**config.mk**
```make
export PLATFORM = sky130hd
export DESIGN_NAME = jtag_tap_param
export DESIGN_NICKNAME = d
export VERILOG_FILES = /design/src/rtl/jtag_pkg.sv /design/src/rtl/jtag_tap_fsm.sv /design/src/rtl/jtag_tap_param.sv
export SDC_FILE = /design/constraint.sdc
export NUM_CORES = 1
export LEC_CHECK = 0
export CAP_MARGIN = 20
export CORE_ASPECT_RATIO = 0.6
export CORE_MARGIN = 2
export CORE_UTILIZATION = 57
export DETAILED_ROUTE_END_ITERATION = 10
export PLACE_DENSITY_LB_ADDON = 0.2
export SLEW_MARGIN = 30
export SYNTH_ARGS = -nofsm -noshare
export SYNTH_HDL_FRONTEND = slang
export SYNTH_SLANG_ARGS = --single-unit
```
**constraint.sdc**
```tcl
create_clock -name TCK -period 3.05 [get_ports TCK]
set_input_delay 0.61 -clock TCK [delete_from_list [all_inputs] [get_ports TCK]]
set_output_delay 0.61 -clock TCK [all_outputs]
set_load 0.02 [all_outputs]
```
**src/rtl/jtag_pkg.sv**
```systemverilog
// Shared definitions for the parametrised JTAG TAP: state encodings,
// the IR capture pattern and the default opcode assignments.
package jtag_pkg;

  typedef enum logic [3:0] {
    TLR    = 4'd0,
    RTI    = 4'd1,
    SEL_DR = 4'd2,
    CAP_DR = 4'd3,
    SH_DR  = 4'd4,
    EX1_DR = 4'd5,
    PAU_DR = 4'd6,
    EX2_DR = 4'd7,
    UPD_DR = 4'd8,
    SEL_IR = 4'd9,
    CAP_IR = 4'd10,
    SH_IR  = 4'd11,
    EX1_IR = 4'd12,
    PAU_IR = 4'd13,
    EX2_IR = 4'd14,
    UPD_IR = 4'd15
  } tap_state_e;

  localparam logic [1:0] IR_CAPTURE_PAT = 2'b01;

  localparam int unsigned DEF_OP_EXTEST  = 0;
  localparam int unsigned DEF_OP_SAMPLE  = 1;
  localparam int unsigned DEF_OP_IDCODE  = 2;
  localparam int unsigned DEF_OP_INTSCAN = 3;

endpackage

```
**src/rtl/jtag_tap_fsm.sv**
```systemverilog
// 16-state TAP controller: state register, next-state decode and
// per-state strobes consumed by the IR and data registers.
import jtag_pkg::*;

module jtag_tap_fsm (
  input  logic       tck_i,
  input  logic       trst_ni,
  input  logic       tms_i,
  output tap_state_e state_o,
  output logic       tlr_next_o,
  output logic       capture_dr_o,
  output logic       shift_dr_o,
  output logic       update_dr_o,
  output logic       capture_ir_o,
  output logic       shift_ir_o,
  output logic       update_ir_o
);

  tap_state_e state_q, state_d;

  always_comb begin
    state_d = TLR;
    case (state_q)
      TLR:    state_d = tms_i ? TLR    : RTI;
      RTI:    state_d = tms_i ? SEL_DR : RTI;
      SEL_DR: state_d = tms_i ? SEL_IR : CAP_DR;
      CAP_DR: state_d = tms_i ? EX1_DR : SH_DR;
      SH_DR:  state_d = tms_i ? EX1_DR : SH_DR;
      EX1_DR: state_d = tms_i ? UPD_DR : PAU_DR;
      PAU_DR: state_d = tms_i ? EX2_DR : PAU_DR;
      EX2_DR: state_d = tms_i ? UPD_DR : SH_DR;
      UPD_DR: state_d = tms_i ? SEL_DR : RTI;
      SEL_IR: state_d = tms_i ? TLR    : CAP_IR;
      CAP_IR: state_d = tms_i ? EX1_IR : SH_IR;
      SH_IR:  state_d = tms_i ? EX1_IR : SH_IR;
      EX1_IR: state_d = tms_i ? UPD_IR : PAU_IR;
      PAU_IR: state_d = tms_i ? EX2_IR : PAU_IR;
      EX2_IR: state_d = tms_i ? UPD_IR : SH_IR;
      UPD_IR: state_d = tms_i ? SEL_DR : RTI;
      default: state_d = TLR;
    endcase
  end

  always_ff @(posedge tck_i or negedge trst_ni) begin
    if (!trst_ni) state_q <= TLR;
    else          state_q <= state_d;
  end

  // Strobes mark the state during which the next rising TCK acts.
  assign state_o      = state_q;
  assign tlr_next_o   = (state_d == TLR);
  assign capture_dr_o = (state_q == CAP_DR);
  assign shift_dr_o   = (state_q == SH_DR);
  assign update_dr_o  = (state_q == UPD_DR);
  assign capture_ir_o = (state_q == CAP_IR);
  assign shift_ir_o   = (state_q == SH_IR);
  assign update_ir_o  = (state_q == UPD_IR);

endmodule

```
**src/rtl/jtag_tap_param.sv**
```systemverilog
// Parametrised JTAG TAP: IR, IDCODE, bypass, boundary register with update
// stage, internal-scan hook and falling-edge TDO with output enable.
import jtag_pkg::*;

module jtag_tap_param #(
  parameter int unsigned IR_WIDTH   = 4,
  parameter int unsigned BSR_LEN    = 75,
  parameter logic [31:0] IDCODE_VAL = 32'h0000_0001,
  parameter int unsigned OP_EXTEST  = DEF_OP_EXTEST,
  parameter int unsigned OP_SAMPLE  = DEF_OP_SAMPLE,
  parameter int unsigned OP_IDCODE  = DEF_OP_IDCODE,
  parameter int unsigned OP_INTSCAN = DEF_OP_INTSCAN
) (
  input  logic                TCK,
  input  logic                TRST,
  input  logic                TMS,
  input  logic                TDI,
  output logic                TDO,
  output logic                tdo_en,
  input  logic [BSR_LEN-1:0]  bsr_capture_in,
  output logic [BSR_LEN-1:0]  bsr_update_out,
  output logic                bs_mode,
  output logic                int_scan_en,
  output logic                int_scan_si,
  input  logic                int_scan_so,
  output logic [3:0]          tap_state,
  output logic [IR_WIDTH-1:0] ir_value
);

  localparam logic [IR_WIDTH-1:0] OPC_EXTEST  = IR_WIDTH'(OP_EXTEST);
  localparam logic [IR_WIDTH-1:0] OPC_SAMPLE  = IR_WIDTH'(OP_SAMPLE);
  localparam logic [IR_WIDTH-1:0] OPC_IDCODE  = IR_WIDTH'(OP_IDCODE);
  localparam logic [IR_WIDTH-1:0] OPC_INTSCAN = IR_WIDTH'(OP_INTSCAN);
  localparam logic [IR_WIDTH-1:0] IR_CAP      = IR_WIDTH'(IR_CAPTURE_PAT);

  tap_state_e state;
  logic tlr_next, cap_dr, sh_dr, upd_dr, cap_ir, sh_ir, upd_ir;

  jtag_tap_fsm u_fsm (
    .tck_i        (TCK),
    .trst_ni      (TRST),
    .tms_i        (TMS),
    .state_o      (state),
    .tlr_next_o   (tlr_next),
    .capture_dr_o (cap_dr),
    .shift_dr_o   (sh_dr),
    .update_dr_o  (upd_dr),
    .capture_ir_o (cap_ir),
    .shift_ir_o   (sh_ir),
    .update_ir_o  (upd_ir)
  );

  logic [IR_WIDTH-1:0] ir_sr_q, ir_sr_d, ir_q, ir_d;
  logic [BSR_LEN-1:0]  bsr_sr_q, bsr_sr_d, bsr_upd_q, bsr_upd_d;
  logic [31:0]         id_sr_q, id_sr_d;
  logic                byp_q, byp_d;
  logic                tdo_q, tdo_en_q;
  logic                sel_bsr, sel_id, sel_int, sel_byp, dr_so;

  // Any opcode not listed falls through to the 1-bit bypass path.
  assign sel_bsr = (ir_q == OPC_EXTEST) || (ir_q == OPC_SAMPLE);
  assign sel_id  = !sel_bsr && (ir_q == OPC_IDCODE);
  assign sel_int = !sel_bsr && !sel_id && (ir_q == OPC_INTSCAN);
  assign sel_byp = !(sel_bsr || sel_id || sel_int);

  assign dr_so = sel_bsr ? bsr_sr_q[0] :
                 sel_id  ? id_sr_q[0]  :
                 sel_int ? int_scan_so : byp_q;

  always_comb begin
    ir_sr_d   = ir_sr_q;
    ir_d      = ir_q;
    bsr_sr_d  = bsr_sr_q;
    bsr_upd_d = bsr_upd_q;
    id_sr_d   = id_sr_q;
    byp_d     = byp_q;

    if (cap_ir) begin
      ir_sr_d = IR_CAP;
    end else if (sh_ir) begin
      ir_sr_d = ir_sr_q >> 1;
      ir_sr_d[IR_WIDTH-1] = TDI;
    end

    if (tlr_next)    ir_d = OPC_IDCODE;
    else if (upd_ir) ir_d = ir_sr_q;

    if (cap_dr) begin
      if (sel_bsr) bsr_sr_d = bsr_capture_in;
      if (sel_id)  id_sr_d  = IDCODE_VAL;
      if (sel_byp) byp_d    = 1'b0;
    end else if (sh_dr) begin
      if (sel_bsr) begin
        bsr_sr_d = bsr_sr_q >> 1;
        bsr_sr_d[BSR_LEN-1] = TDI;
      end
      if (sel_id) begin
        id_sr_d = id_sr_q >> 1;
        id_sr_d[31] = TDI;
      end
      if (sel_byp) byp_d = TDI;
    end

    if (tlr_next)                bsr_upd_d = '0;
    else if (upd_dr && sel_bsr)  bsr_upd_d = bsr_sr_q;
  end

  always_ff @(posedge TCK or negedge TRST) begin
    if (!TRST) begin
      ir_sr_q   <= IR_CAP;
      ir_q      <= OPC_IDCODE;
      bsr_sr_q  <= '0;
      bsr_upd_q <= '0;
      id_sr_q   <= '0;
      byp_q     <= 1'b0;
    end else begin
      ir_sr_q   <= ir_sr_d;
      ir_q      <= ir_d;
      bsr_sr_q  <= bsr_sr_d;
      bsr_upd_q <= bsr_upd_d;
      id_sr_q   <= id_sr_d;
      byp_q     <= byp_d;
    end
  end

  // Falling-edge launch gives the board half a TCK of hold margin on TDO.
  always_ff @(negedge TCK or negedge TRST) begin
    if (!TRST) begin
      tdo_q    <= 1'b0;
      tdo_en_q <= 1'b0;
    end else if (sh_ir) begin
      tdo_q    <= ir_sr_q[0];
      tdo_en_q <= 1'b1;
    end else if (sh_dr) begin
      tdo_q    <= dr_so;
      tdo_en_q <= 1'b1;
    end else begin
      tdo_en_q <= 1'b0;
      if (state == TLR) tdo_q <= 1'b0;
    end
  end

  assign TDO            = tdo_q;
  assign tdo_en         = tdo_en_q;
  assign bsr_update_out = bsr_upd_q;
  assign bs_mode        = (ir_q == OPC_EXTEST);
  assign int_scan_en    = sel_int && sh_dr;
  assign int_scan_si    = TDI;
  assign tap_state      = state;
  assign ir_value       = ir_q;

endmodule

```
==> results of run 1 <==
-- cells by family (layout without fill, tap and decap cells) --
family	count (synthesis)	in the layout
xor gates and xnor gates	2	2
and+or+nand+nor	151	151
DFF	197	197
AOI/OAI and AO/OA	176	176
buffers and inverters	95	243
muxes	186	186
-- layout make-up --
class                   instances  area (µm²)
clock buffers                  18         429
fillers                      1046        3920
inverters                      20        75.1
clock inverters                13         140
well taps                     203         254
repair buffers                192        1920
multi-input cells             515        3820
flip-flops and latches        197        4930
-- per-layer routing --
| metal | part of all wire (%) | routed length (µm) | global-route usage [%] | vias up |
|---|---|---|---|---|
| li1 | - | - | - | 3120 |
| met1 | 45 | 9960 | 36.8 | 3503 |
| met2 | 47 | 10300 | 41.6 | 275 |
| met3 | 6.9 | 1520 | 6.27 | 19 |
| met4 | 0.94 | 206 | 6.69 | 0 |
| met5 | 0 | 0 | 0 | - |
-- worst max-delay path by stage --
stage	to	slack [ps]
4_1_cts	TDO	-60
3_5_place_dp	TDO	-140
6_report	TDO	-50
5_1_grt	TDO	-60
2_1_floorplan	TDO	-100
3_3_place_gp	TDO	-140
-- where the power goes --
part / internal, mW / switching, mW / leakage, nW / total, mW
clock: 1.15 / 1.04 / 0.267 / 2.19
sequential: 3.49 / 0.564 / 2.67 / 4.06
combinational: 2.40 / 2.71 / 2.15 / 5.11
-- layout by cell type, fill, tap and decap left out, types with 2 or more instances in the layout --
cell type          n
nor2b_1            2
mux2_2           167
clkdlybuf4s50_1  162
a21oi_1           79
nor3_2             2
xor2_1             2
buf_12             4
inv_6              2
nand3b_1           2
clkinv_4           2
nand2_1           25
buf_6              2
nor3_1             4
nor2_1            24
inv_8              4
clkbuf_16         17
a211oi_1           2
buf_4             20
inv_1             20
mux2i_1           19
o21ai_0           82
nand3_1           77
dfstp_2            2
o221ai_1           2
nand2b_1           2
clkinvlp_4         4
and2_1             2
and3b_1            2
dfrtn_1            2
dfrtp_1          192
-- registers in the layout, indices dropped and copies added (netlist names) --
| name | flops |
|---|---|
| u_fsm.state_o | 4 |
| bsr_sr_q | 75 |
| bsr_update_out | 75 |
| ir_value | 4 |
| ir_sr_q | 4 |
| tdo_en | 1 |
| TDO | 1 |
| id_sr_q | 32 |
| byp_q | 1 |
-- through the flow --
step	hold WS (ps)	setup slack, ps	setup TNS [ps]	area [µm²]
finish	319	-45.0	-45.0	11600
floorplan	314	-99.3	-99.3	9150
CTS	356	-56.4	-59.7	11600
detailed placement	499	-136	-273	11000
global route	377	-62.4	-81.7	11600
global placement	489	-142	-264	11000
-- repair_timing --
item,CTS,global route
setup buffers,0,1
hold endpoints to repair,0,0
pin swaps,1,1
gates cloned,0,0
gates resized for setup,15,3
endpoints found under the setup margin,4,4
==> flow_summary.json, run 1 <==
{
  "place_congestion": 0.790,
  "core_um2": 15500,
  "syn_area_um2": 9140,
  "synth_top_area_share_pct": 52.9,
  "synth.yosys.seq_area_share_pct": 54.0,
  "final_cells": 1158,
  "max-cap-violations": 0,
  "first_iter_violations": 595,
  "total_power_mw": 11.4,
  "setup_ws_ps": -45.0,
  "outcome": "complete, but fails checks",
  "slew_violations": 0,
  "antenna_found_initial": 0,
  "finalSetupViolations": 1,
  "cts.reportedPaths.clkPinSlew_ps": 70,
  "cts_buffers": 17,
  "drt_pass1_iterations": 8,
  "reg2reg_from": "u_fsm.state_o[0]",
  "post-route-util_pct": 74.7,
  "rr_worst_depth": 3,
  "ant_nets": 0,
  "syn_inst": 807,
  "numPortBuffers": 167,
  "ios": 168,
  "yosys.area_share.simple_pct": 8.19,
  "regToRegSetupSlack_ps": 70,
  "synth_cell_types": 44,
  "synth_top_flop_cell": "dfrtp_1",
  "grt_max_degree": 148,
  "insertion_delay_ps": 430,
  "drive_gt1_share_pct": 25.0,
  "hold_violations": 0,
  "violations": "DRC, setup timing",
  "p_leak_nw": 5.09,
  "nNetsFinal": 1023,
  "worst_slew_pin_slew_ps": 893,
  "ir_drop_uv": 683,
  "synth-edff-count": 0,
  "routed_wl_um": 22000,
  "relSlewSlack_pct": 40.5,
  "synth_top_family_by_area": "multiplexers",
  "synth_mux_area_share_pct": 22.7,
  "cts_buffer_depth": 2,
  "cp_slowest_cell": "dfrtn_1",
  "avgRoutedWirePerCell_um": 19.0,
  "synth_area_leaders": "dfrtp_1 53%, mux2_2 21%, o21ai_0 4.5%",
  "ys_top_cells_by_count": "193 x dfrtp_1, 167 x mux2_2, 82 x o21ai_0",
  "dr_total_vias": 6917,
  "cpPeakStageDelay_ps": 430,
  "startpoint": "TDO",
  "synth_top_cell_by_area": "dfrtp_1",
  "dp_cells": 1126,
  "syn2layout_area_growth_pct": 26.7,
  "required_ps": 2440,
  "crit_arrival_ps": 2490,
  "grt_overflow": 0,
  "cp_cell_sequence": "buf_6",
  "p_per_area_nw_per_um2": 981,
  "startpoint_type": "flip-flop",
  "grt_pass1_wl_um": 35300,
  "cts_htree_levels": 4,
  "dpl.hpwl_um": 13500,
  "grt_pass1_vias": 6812,
  "rsz0062_at_grt": "true",
  "cp_top_family": "flip-flops",
  "synth_xor_area_share_pct": 0.192,
  "hold_buffers": 0,
  "dieArea_um2": 17100,
  "async_reset_ff_share_pct": 100,
  "cp_num_buf_inv": 1,
  "crit_path_max_fanout": 2,
  "die_h_um": 102,
  "drc": 15,
  "synth.avg_cell_area_um2": 11.3,
  "cp-end-kind": "output pin",
  "cts_tree": "yes",
  "vias_per_cell": 5.97,
  "synth_most_common_cell": "dfrtp_1",
  "grt_usage_pct": 26.1,
  "clock-sinks": 197,
  "synth_fa_ha_area_share_pct": 0,
  "ys_seq_elements": 197,
  "floorplan.initialDensity_pct": 58.9,
  "cp_num_cells": 1,
  "fp.dieW_um": 167,
  "worstReg2RegEnd": "TDO",
  "clockRootBuffer": "clkbuf_16",
  "synth_fp_nets": 887,
  "synth_warnings": 0,
  "skew_ps": 24.1,
  "placementRows": 35,
  "synth_compound_area_share_pct": 10.3,
  "crit_type": "flip-flop to output pin",
  "n_antenna_cell": 0,
  "hold_path.class": "input port to async pin"
}
Note: power is estimated with default switching activity, not from simulation.
==> run 2, diff against run 1 <==
--- a/config.mk
+++ b/config.mk
@@ -8,10 +8,12 @@
 export CAP_MARGIN = 20
 export CORE_ASPECT_RATIO = 0.6
 export CORE_MARGIN = 2
-export CORE_UTILIZATION = 57
+export CORE_UTILIZATION = 56
 export DETAILED_ROUTE_END_ITERATION = 10
+export HOLD_SLACK_MARGIN = 0.06
 export PLACE_DENSITY_LB_ADDON = 0.2
 export SLEW_MARGIN = 30
 export SYNTH_ARGS = -nofsm -noshare
 export SYNTH_HDL_FRONTEND = slang
+export SYNTH_HIERARCHICAL = 1
 export SYNTH_SLANG_ARGS = --single-unit
==> run 2 against run 1 <==
The flow finishes with violations (setup timing); setup slack improved by 25 ps; combinational power fell by 56%; clock-buffer cell count unchanged; synthesized cell count decreased by 24%; non-clock buffer count down 4; clock skew is 2.9 ps higher; sequential share of layout area rose by 1.8 points; routed wire length fell by 12%; largest cell class unchanged.
==> flow_summary.json, run 2 <==
{
  "hold-worst-slack_ps": 499,
  "dpl.hpwl_um": 12400,
  "ys_top_cells_by_count": "193 x dfrtp_1, 130 x mux2_2, 75 x a22o_1",
  "cpPeakStageDelay_ps": 420,
  "p_int_mw": 5.14,
  "hold_depth": 1,
  "synth_top_family_by_area": "multiplexers",
  "grt_usage_pct": 25.1,
  "p_per_area_nw_per_um2": 683,
  "ant_nets": 0,
  "core_um2": 15200,
  "rr_worst_depth": 6,
  "synth.avg_cell_area_um2": 14.1,
  "insertion_delay_ps": 420,
  "post_dp_cell_area_um2": 10500,
  "cts_htree_levels": 4,
  "cp_num_buf_inv": 1,
  "async_reset_ff_share_pct": 100,
  "fin_area_um2": 11100,
  "worst_slew_pin_slew_ps": 657,
  "regToRegSetupSlack_ps": 40,
  "hp-start": "id_sr_q[30]",
  "final_common_cell": "dfrtp_1",
  "clockRootBuffer": "clkbuf_16",
  "grt_pass1_wl_um": 31800,
  "hold_violations": 0,
  "crit_path_max_fanout": 2,
  "switching_share_pct": 32.2,
  "switchingPower_mw": 2.44,
  "synth-edff-count": 0,
  "synth_top_area_share_pct": 55.9,
  "power.clock.fraction_pct": 28.6,
  "fillerInstances": 1010,
  "synth_top_cell_by_area": "dfrtp_1",
  "rsz0062_at_grt": "true",
  "avgRoutedWirePerCell_um": 19.5,
  "drc": 0,
  "relSlewSlack_pct": 56.2,
  "syn_inst": 612,
  "worstReg2RegEnd": "TDO",
  "drive_gt1_share_pct": 25.4,
  "cp_cell_sequence": "buf_6",
  "combPwrFrac_pct": 29.4,
  "placementRows": 35,
  "finalSetupViolations": 2,
  "synth_mux_area_share_pct": 24.3,
  "cp_top_family": "flip-flops",
  "grt_pass1_vias": 6035,
  "antenna_found_initial": 0,
  "cp-end-kind": "output pin",
  "synth_fa_ha_area_share_pct": 0,
  "synth_warnings": 6,
  "first_iter_violations": 346,
  "ir_drop_uv": 481,
  "fp.dieW_um": 164,
  "required_ps": 2440,
  "crit_arrival_ps": 2460,
  "grt_max_degree": 112,
  "die_h_um": 100,
  "outcome": "complete, but fails checks",
  "dr_total_vias": 5603,
  "cts_buffer_depth": 2,
  "vias_per_cell": 5.67,
  "synth_top_flop_cell": "dfrtp_1",
  "skew_ps": 27.0,
  "setup_ws_ps": -19.8,
  "yosys.area_share.simple_pct": 5.04,
  "numPortBuffers": 167,
  "nNetsFinal": 852,
  "cts_buffers": 17,
  "min_to": "id_sr_q[30]",
  "hold_path.class": "flip-flop to flip-flop",
  "grt_overflow": 0,
  "place_congestion": 0.802,
  "cts_tree": "yes",
  "max-cap-violations": 0,
  "reg2reg_from": "u_fsm/state_o[2]",
  "crit_type": "flip-flop to output pin",
  "syn2layout_area_growth_pct": 28.6,
  "synth_most_common_cell": "dfrtp_1",
  "layout_common_cells": "190 x dfrtp_1, 164 x clkdlybuf4s50_1, 130 x mux2_2",
  "syn_area_um2": 8630,
  "drt_pass1_iterations": 4,
  "synth_compound_area_share_pct": 9.88,
  "ios": 168,
  "cts.reportedPaths.clkPinSlew_ps": 70,
  "floorplan.initialDensity_pct": 56.8,
  "ys_seq_elements": 197,
  "synth_area_leaders": "dfrtp_1 56%, mux2_2 17%, a22o_1 7.6%",
  "slew_violations": 0,
  "synth_xor_area_share_pct": 0.101,
  "synth_cell_types": 47,
  "n_antenna_cell": 0,
  "synth_fp_nets": 692,
  "p_leak_nw": 5.27,
  "startpoint_type": "flip-flop",
  "seq_power_share_pct": 42.0,
  "clock-sinks": 197,
  "cp_slowest_cell": "dfrtn_1",
  "synth.yosys.seq_area_share_pct": 57.1,
  "violations": "setup timing",
  "routed_wl_um": 19300,
  "dieArea_um2": 16500
}
==> run 2: worst max path at each step <==
stage                                 from  endpoint  slack [ps]  cells past startpoint
after global placement                 TDO       TDO         -70                      1
after detailed placement               TDO       TDO         -90                      1
after floorplan           u_fsm/state_o[1]       TDO          20                      7
after CTS                              TDO       TDO         -30                      1
after global routing                   TDO       TDO         -50                      1
final                                  TDO       TDO         -20                      1
==> run 2: per-layer routing <==
metal | global-route usage [%] | part of all wire [%] | vias to the layer above
li1 | - | - | 2556
met1 | 36.5 | 48 | 2892
met2 | 38.1 | 45 | 138
met3 | 5.45 | 5.4 | 17
met4 | 8.10 | 1.1 | 0
met5 | 0 | 0 | -
==> run 2: final cells by class <==
type	count	area (µm²)	share of cell area, %
clock buffers	18	429	3.86
clock inverters	14	133	1.19
flip-flops and latches	197	4940	44.4
repair buffers	188	1910	17.2
multi-input cells	363	3430	30.9
inverters	5	18.8	0.169
well taps	203	254	2.29
==> run 2: cells by family after synthesis <==
group | after synthesis
AOI/OAI and AO/OA | 101
buffers and inverters | 52
xor gates and xnor gates | 1
muxes | 187
and+or+nand+nor | 74
DFF | 197
==> run 2: what timing repair did <==
item                                   4_1_cts  5_1_grt
setup buffers                                1        1
cloned                                       0        0
setup endpoints to repair                    2        3
endpoints found under the hold margin       10        0
hold buffers                                 1        0
gates resized for setup                     12        4
==> run 2: power groups by stage <==
stage / combinational [mW] / clock, mW / sequential, mW
floorplan: 1.40 / 0 / 3.26
global placement: 2.12 / 0 / 3.19
detailed placement: 2.19 / 0 / 3.22
CTS: 2.22 / 2.20 / 3.18
global route: 2.42 / 2.31 / 3.23
finish: 2.23 / 2.17 / 3.18
==> run 2: through the flow <==
step                utilization (%)  setup TNS (ps)  total power [mW]  worst slack [ps]  cells
floorplan                         -               0              4.66              21.8    612
global placement               69.1            -110              5.31             -67.2    953
detailed placement             69.1            -125              5.41             -86.6    953
CTS                            73.0           -38.8              7.60             -35.0    987
global route                   73.1           -79.6              7.95             -45.3    988
finish                         73.1           -22.8              7.58             -19.8    988
